--- config.mk ---
export PLATFORM = sky130hd
export DESIGN_NAME = branch_resolve_unit
export DESIGN_NICKNAME = d
export VERILOG_FILES = /design/src/rtl/branch_pkg.sv /design/src/rtl/bru_tag_pipe.sv /design/src/rtl/branch_resolve_unit.sv
export SDC_FILE = /design/constraint.sdc
export NUM_CORES = 1
export LEC_CHECK = 0
export ABC_AREA = 1
export CORE_UTILIZATION = 52
export CTS_BUF_LIST = sky130_fd_sc_hd__clkbuf_4
export CTS_CLUSTER_SIZE = 12
export DETAILED_ROUTE_END_ITERATION = 12
export PLACE_DENSITY_LB_ADDON = 0.2
export SETUP_SLACK_MARGIN = 0.1
export SKIP_CTS_REPAIR_TIMING = 1
export SLEW_MARGIN = 20
export SYNTH_ARGS = -nofsm -noshare
export SYNTH_HDL_FRONTEND = slang
export SYNTH_HIERARCHICAL = 1
export SYNTH_SLANG_ARGS = --single-unit
--- constraint.sdc ---
create_clock -name clk -period 2.9 [get_ports clk]
set_clock_uncertainty 0.1 [all_clocks]
set_input_delay 0.58 -clock clk [delete_from_list [all_inputs] [get_ports clk]]
set_output_delay 0.58 -clock clk [all_outputs]
set_load 0.005 [all_outputs]
--- src/rtl/branch_pkg.sv ---
// Shared types for the branch resolve slice: the per-fetch prediction tag
// and the resolver FSM state.
package branch_pkg;

   localparam int BR_PC_WIDTH = 32;

   typedef struct packed {
      logic                   valid;
      logic [BR_PC_WIDTH-1:0] pc;
      logic                   pred;
   } br_tag_t;

   typedef enum logic {BR_IDLE, BR_FLUSH} br_state_e;

endpackage

--- src/rtl/bru_tag_pipe.sv ---
// Two-stage IF/ID -> ID/EX carrier for the {valid, pc, pred} fetch tag.
// Flush clears both valid bits and takes priority over stall.
module bru_tag_pipe
   import branch_pkg::*;
(
   input  logic    clk,
   input  logic    reset,
   input  logic    i_stall,
   input  logic    i_flush,
   input  br_tag_t i_if_tag,
   output br_tag_t o_ex_tag
);

   br_tag_t r_id_tag;
   br_tag_t r_ex_tag;

   always_ff @(posedge clk or posedge reset) begin
      if (reset) begin
         r_id_tag <= '0;
         r_ex_tag <= '0;
      end else if (i_flush) begin
         // Squashed fetches keep their pc/pred but can never resolve.
         r_id_tag.valid <= 1'b0;
         r_ex_tag.valid <= 1'b0;
      end else if (!i_stall) begin
         r_id_tag <= i_if_tag;
         r_ex_tag <= r_id_tag;
      end
   end

   assign o_ex_tag = r_ex_tag;

endmodule

--- src/rtl/branch_resolve_unit.sv ---
// EX-stage branch resolver: checks the carried prediction against the real
// outcome, trains the predictor, redirects fetch and flushes on a mispredict.
module branch_resolve_unit
   import branch_pkg::*;
#(
   parameter int PC_WIDTH     = 32,
   parameter int FLUSH_CYCLES = 2,
   parameter int CNT_WIDTH    = 32
) (
   input  logic                 clk,
   input  logic                 reset,
   input  logic                 if_valid,
   input  logic [PC_WIDTH-1:0]  if_pc,
   input  logic                 if_pred_taken,
   input  logic                 stall,
   input  logic                 ex_br_valid,
   input  logic                 ex_br_taken,
   input  logic [PC_WIDTH-1:0]  ex_br_target,
   output logic                 update_en,
   output logic [PC_WIDTH-1:0]  ex_pc,
   output logic                 actual_taken,
   output logic                 redirect_valid,
   output logic [PC_WIDTH-1:0]  redirect_pc,
   output logic                 flush,
   output logic [CNT_WIDTH-1:0] branch_cnt,
   output logic [CNT_WIDTH-1:0] mispred_cnt
);

   localparam int FC_W = (FLUSH_CYCLES < 2) ? 1 : $clog2(FLUSH_CYCLES + 1);

   br_tag_t             w_if_tag;
   br_tag_t             w_ex_tag;
   br_state_e           r_state;
   br_state_e           w_state_next;
   logic [FC_W-1:0]     r_fcnt;
   logic [FC_W-1:0]     w_fcnt_next;
   logic                w_resolve;
   logic                w_mispred;
   logic                w_flush;
   logic [PC_WIDTH-1:0] w_seq_pc;
   logic [CNT_WIDTH-1:0] r_branch_cnt;
   logic [CNT_WIDTH-1:0] r_mispred_cnt;

   assign w_if_tag = {if_valid, if_pc, if_pred_taken};

   bru_tag_pipe u_tag_pipe (
      .clk      (clk),
      .reset    (reset),
      .i_stall  (stall),
      .i_flush  (w_flush),
      .i_if_tag (w_if_tag),
      .o_ex_tag (w_ex_tag)
   );

   // Stall gating keeps a held branch from training the predictor twice.
   assign w_resolve = ex_br_valid & w_ex_tag.valid & ~stall & (r_state == BR_IDLE);
   assign w_mispred = w_resolve & (w_ex_tag.pred != ex_br_taken);
   assign w_flush   = w_mispred | (r_state == BR_FLUSH);
   assign w_seq_pc  = w_ex_tag.pc + PC_WIDTH'(4);

   assign update_en      = w_resolve;
   assign ex_pc          = w_ex_tag.pc;
   assign actual_taken   = ex_br_taken;
   assign redirect_valid = w_mispred;
   // Zero when idle so the front end never sees a stale fall-through PC.
   assign redirect_pc    = w_mispred ? (ex_br_taken ? ex_br_target : w_seq_pc) : '0;
   assign flush          = w_flush;
   assign branch_cnt     = r_branch_cnt;
   assign mispred_cnt    = r_mispred_cnt;

   always_comb begin
      w_state_next = r_state;
      w_fcnt_next  = r_fcnt;
      case (r_state)
         BR_IDLE: begin
            if (w_mispred) begin
               w_state_next = BR_FLUSH;
               w_fcnt_next  = FC_W'(FLUSH_CYCLES);
            end
         end
         BR_FLUSH: begin
            // Counts down even while stalled; the squash window is fixed length.
            if (r_fcnt <= FC_W'(1)) begin
               w_state_next = BR_IDLE;
            end else begin
               w_fcnt_next = r_fcnt - FC_W'(1);
            end
         end
         default: w_state_next = BR_IDLE;
      endcase
   end

   always_ff @(posedge clk or posedge reset) begin
      if (reset) begin
         r_state       <= BR_IDLE;
         r_fcnt        <= '0;
         r_branch_cnt  <= '0;
         r_mispred_cnt <= '0;
      end else begin
         r_state <= w_state_next;
         r_fcnt  <= w_fcnt_next;
         if (w_resolve && (r_branch_cnt != '1)) begin
            r_branch_cnt <= r_branch_cnt + CNT_WIDTH'(1);
         end
         if (w_mispred && (r_mispred_cnt != '1)) begin
            r_mispred_cnt <= r_mispred_cnt + CNT_WIDTH'(1);
         end
      end
   end

endmodule

==> results.tsv, run 1 <==
metric	value	unit
syn_area_per_cell	6.566	um2
vias	9036	
hpwl	17540	um
placed_area	10690	um2
drt_iter0_markers	723	
yosysSeqAreaShare	39.95	%
cts_sinks	135	
drc	0	
syn2layout_area_growth	38.08	%
post-route-util	73.51	%
grt_pass1_vias	7857	
layout_setup_ws	-0.1401	ns
drtPass1Iterations	7	
grt-ovfl-total	0	
ys_types	31	
synth_nets	1363	
hold_violations	0	
fmax	328.9	MHz
fin_crit_sh	104.8	%
drive_above_1_share	14.87	%
violations	setup timing	
placement_rows	46	
required	2.22	ns
status	finished with violations	
core_area	15890	um2
wire_per_inst	14.50	um
synth_top_family_by_area	simple AND/OR/NAND/NOR gates	
leakagePower	5.683	nW
gp_congestion	0.9330	
slew_headroom	43.98	%
die_x	129.5	um
grt_setup_unrepaired	yes	
layout_min_cycle_time	3.040	ns
synth-xor-area-share	3.832	%
worstMarginPinSlew	0.8403	ns
synth_compound_area_share	7.102	%
cts_max_level	4	
floorplan.initialDensity	53.24	%
grt_start_max_net_pins	70	
slew_violations	0	
cts_max_path_buffers	2	
synth_area	8457	um2
final_cells	1757	
crit_fanout	3	
cts_tree	yes	
syn_inst	1288	
insertion_delay	0.55	ns
port_buffers	202	
ant_nets	0	
synth_area_leaders	dfrtp_1, nand2_1, nor2_1	
p_per_area	598.8	nW/um2
viasPerCell	5.143	
dieArea	16780	um2
track_usage	29.58	%
setup_viol	4	
finalNetCount	1602	
drv_cap	0	
synthSimpleGateAreaFrac	41.87	%
hold_class	flip-flop to flip-flop	
synth.largest_area_cell	dfrtp_1	
placed_cells	1685	
synth_seq_cells	135	
clk_pin_slew	0.14	ns
grt_pass1_wl	38530	um
final_area	11680	um2
min_path_cells	2	
io_pins	203	
routed_wl	25470	um
antenna_found_initial	1	
clock-root-buffer	clkbuf_4	
ys_warn_count	6	
ir_drop	0.4932	mV
start_kind	flip-flop	
yosys.area_share.adder	0.5918	%
fp.dieH	129.5	um
r2r_cells	8	
setup_tns	-0.5305	ns
cp-end-kind	primary output	
crit_type	flip-flop to primary output	
cts_buffers	17	
muxShareOfSynthArea	0	%
cp.arrival	2.36	ns
synth_top_area_share	39.95	%
-- through the flow --
| step | setup WS [ns] | total power, mW | hold WS [ns] |
|---|---|---|---|
| floorplan | 0.5085 | 3.971 | 0.3425 |
| global placement | -0.1319 | 5.101 | 0.3501 |
| detailed placement | -0.1352 | 5.167 | 0.3557 |
| CTS | -0.5624 | 6.512 | 0.3618 |
| global route | -0.3005 | 7.437 | 0.4001 |
| finish | -0.1401 | 6.993 | 0.3741 |
-- cell families (layout without fill, tap and decap cells) --
logic type	after synthesis	after routing
other cells	0	1
flops	135	135
compound gates	120	120
simple gates	872	872
xor+xnor	37	37
buf+inv	120	372
fa+ha+maj	4	4
-- synth_stat cells --
library cell / count
a21oi_1: 19
and2_1: 2
buf_1: 1
buf_2: 6
buf_4: 9
buf_6: 9
clkbuf_1: 16
clkbuf_2: 1
clkinv_1: 1
dfrtp_1: 135
ha_1: 4
inv_1: 74
inv_2: 2
inv_4: 1
nand2_1: 596
nand2_2: 5
nand2_4: 2
nand3_1: 37
nand3b_1: 26
nand4_1: 4
nor2_1: 182
nor2_2: 8
nor2_4: 3
nor2_8: 1
nor3_1: 2
nor3_4: 1
o21ai_0: 91
o21ai_1: 10
or2_2: 3
xnor2_1: 18
xor2_1: 19
-- critical path, cell delays in order (launching register included) --
cell and delay, ns:
dfrtp_2 0.42, nand2_1 0.11, nor2_2 0.20, nand2_1 0.14, nor2_2 0.14, nand3_1 0.07, nand3_1 0.13, nand2_1 0.06
inv_1 0.05, clkdlybuf4s50_1 0.49
-- report_power, final --
part,internal [mW],switching [mW]
Sequential,2.38,0.562
Clock,0.600,0.751
Combinational,1.32,1.38
-- cell usage in the layout, fill, tap and decap left out, drive strengths merged, types with 3 or more instances in the layout --
cell type / instances
nand2: 603
nor2: 194
clkdlybuf4s50: 170
dfrtp: 135
o21ai: 101
inv: 82
buf: 67
nand3: 37
clkbuf: 29
nand3b: 26
xor2: 19
a21oi: 19
xnor2: 18
dlymetal6s2s: 13
nand4: 4
clkinvlp: 4
clkinv: 4
ha: 4
or2: 3
bufinv: 3
nor3: 3
-- state kept, by name, summed over array words and instances, names as in the netlist --
name and flops:
u_tag_pipe/r_id_tag 34, mispred_cnt 32, r_fcnt 2, branch_cnt 32, r_state 1, u_tag_pipe/o_ex_tag 34
-- final cells by class --
type	instances	area (um2)
well taps	216	270.3
flip-flops and latches	135	3406
inverters	78	300.3
diodes	1	2.502
clock inverters	15	175.2
clock buffers	17	127.6
repair buffers	262	2544
fillers	1300	4208
multi-input cells	1033	4852
-- per-layer routing --
layer | routed length, um | track usage (%) | up-vias
li1 | - | - | 4478
met1 | 10650 | 37.96 | 4186
met2 | 12620 | 49.81 | 327
met3 | 1594 | 5.822 | 45
met4 | 608 | 10.40 | 0
met5 | 0 | 0 | -
-- final timing paths --
kind / end / slack (ns) / start
max: redirect_pc[28] / -0.14 / u_tag_pipe/o_ex_tag[13]
min: u_tag_pipe/o_ex_tag[6] / 0.37 / u_tag_pipe/r_id_tag[6]
max reg2reg: u_tag_pipe/o_ex_tag[8] / 0.65 / u_tag_pipe/o_ex_tag[0]
min reg2reg: u_tag_pipe/o_ex_tag[6] / 0.37 / u_tag_pipe/r_id_tag[6]
max in group asynchronous: u_tag_pipe/o_ex_tag[10] / 2.00 / reset
min in group asynchronous: branch_cnt[0] / 0.39 / reset
Note: power is estimated with default switching activity, not from simulation.
==> run 2, diff against run 1 <==
--- a/config.mk
+++ b/config.mk
@@ -13,7 +13,6 @@
 export PLACE_DENSITY_LB_ADDON = 0.2
 export SETUP_SLACK_MARGIN = 0.1
 export SKIP_CTS_REPAIR_TIMING = 1
-export SLEW_MARGIN = 20
 export SYNTH_ARGS = -nofsm -noshare
 export SYNTH_HDL_FRONTEND = slang
 export SYNTH_HIERARCHICAL = 1
==> results of run 2 <==
No change in the layout: final DEF, timing and power equal those of run 1.
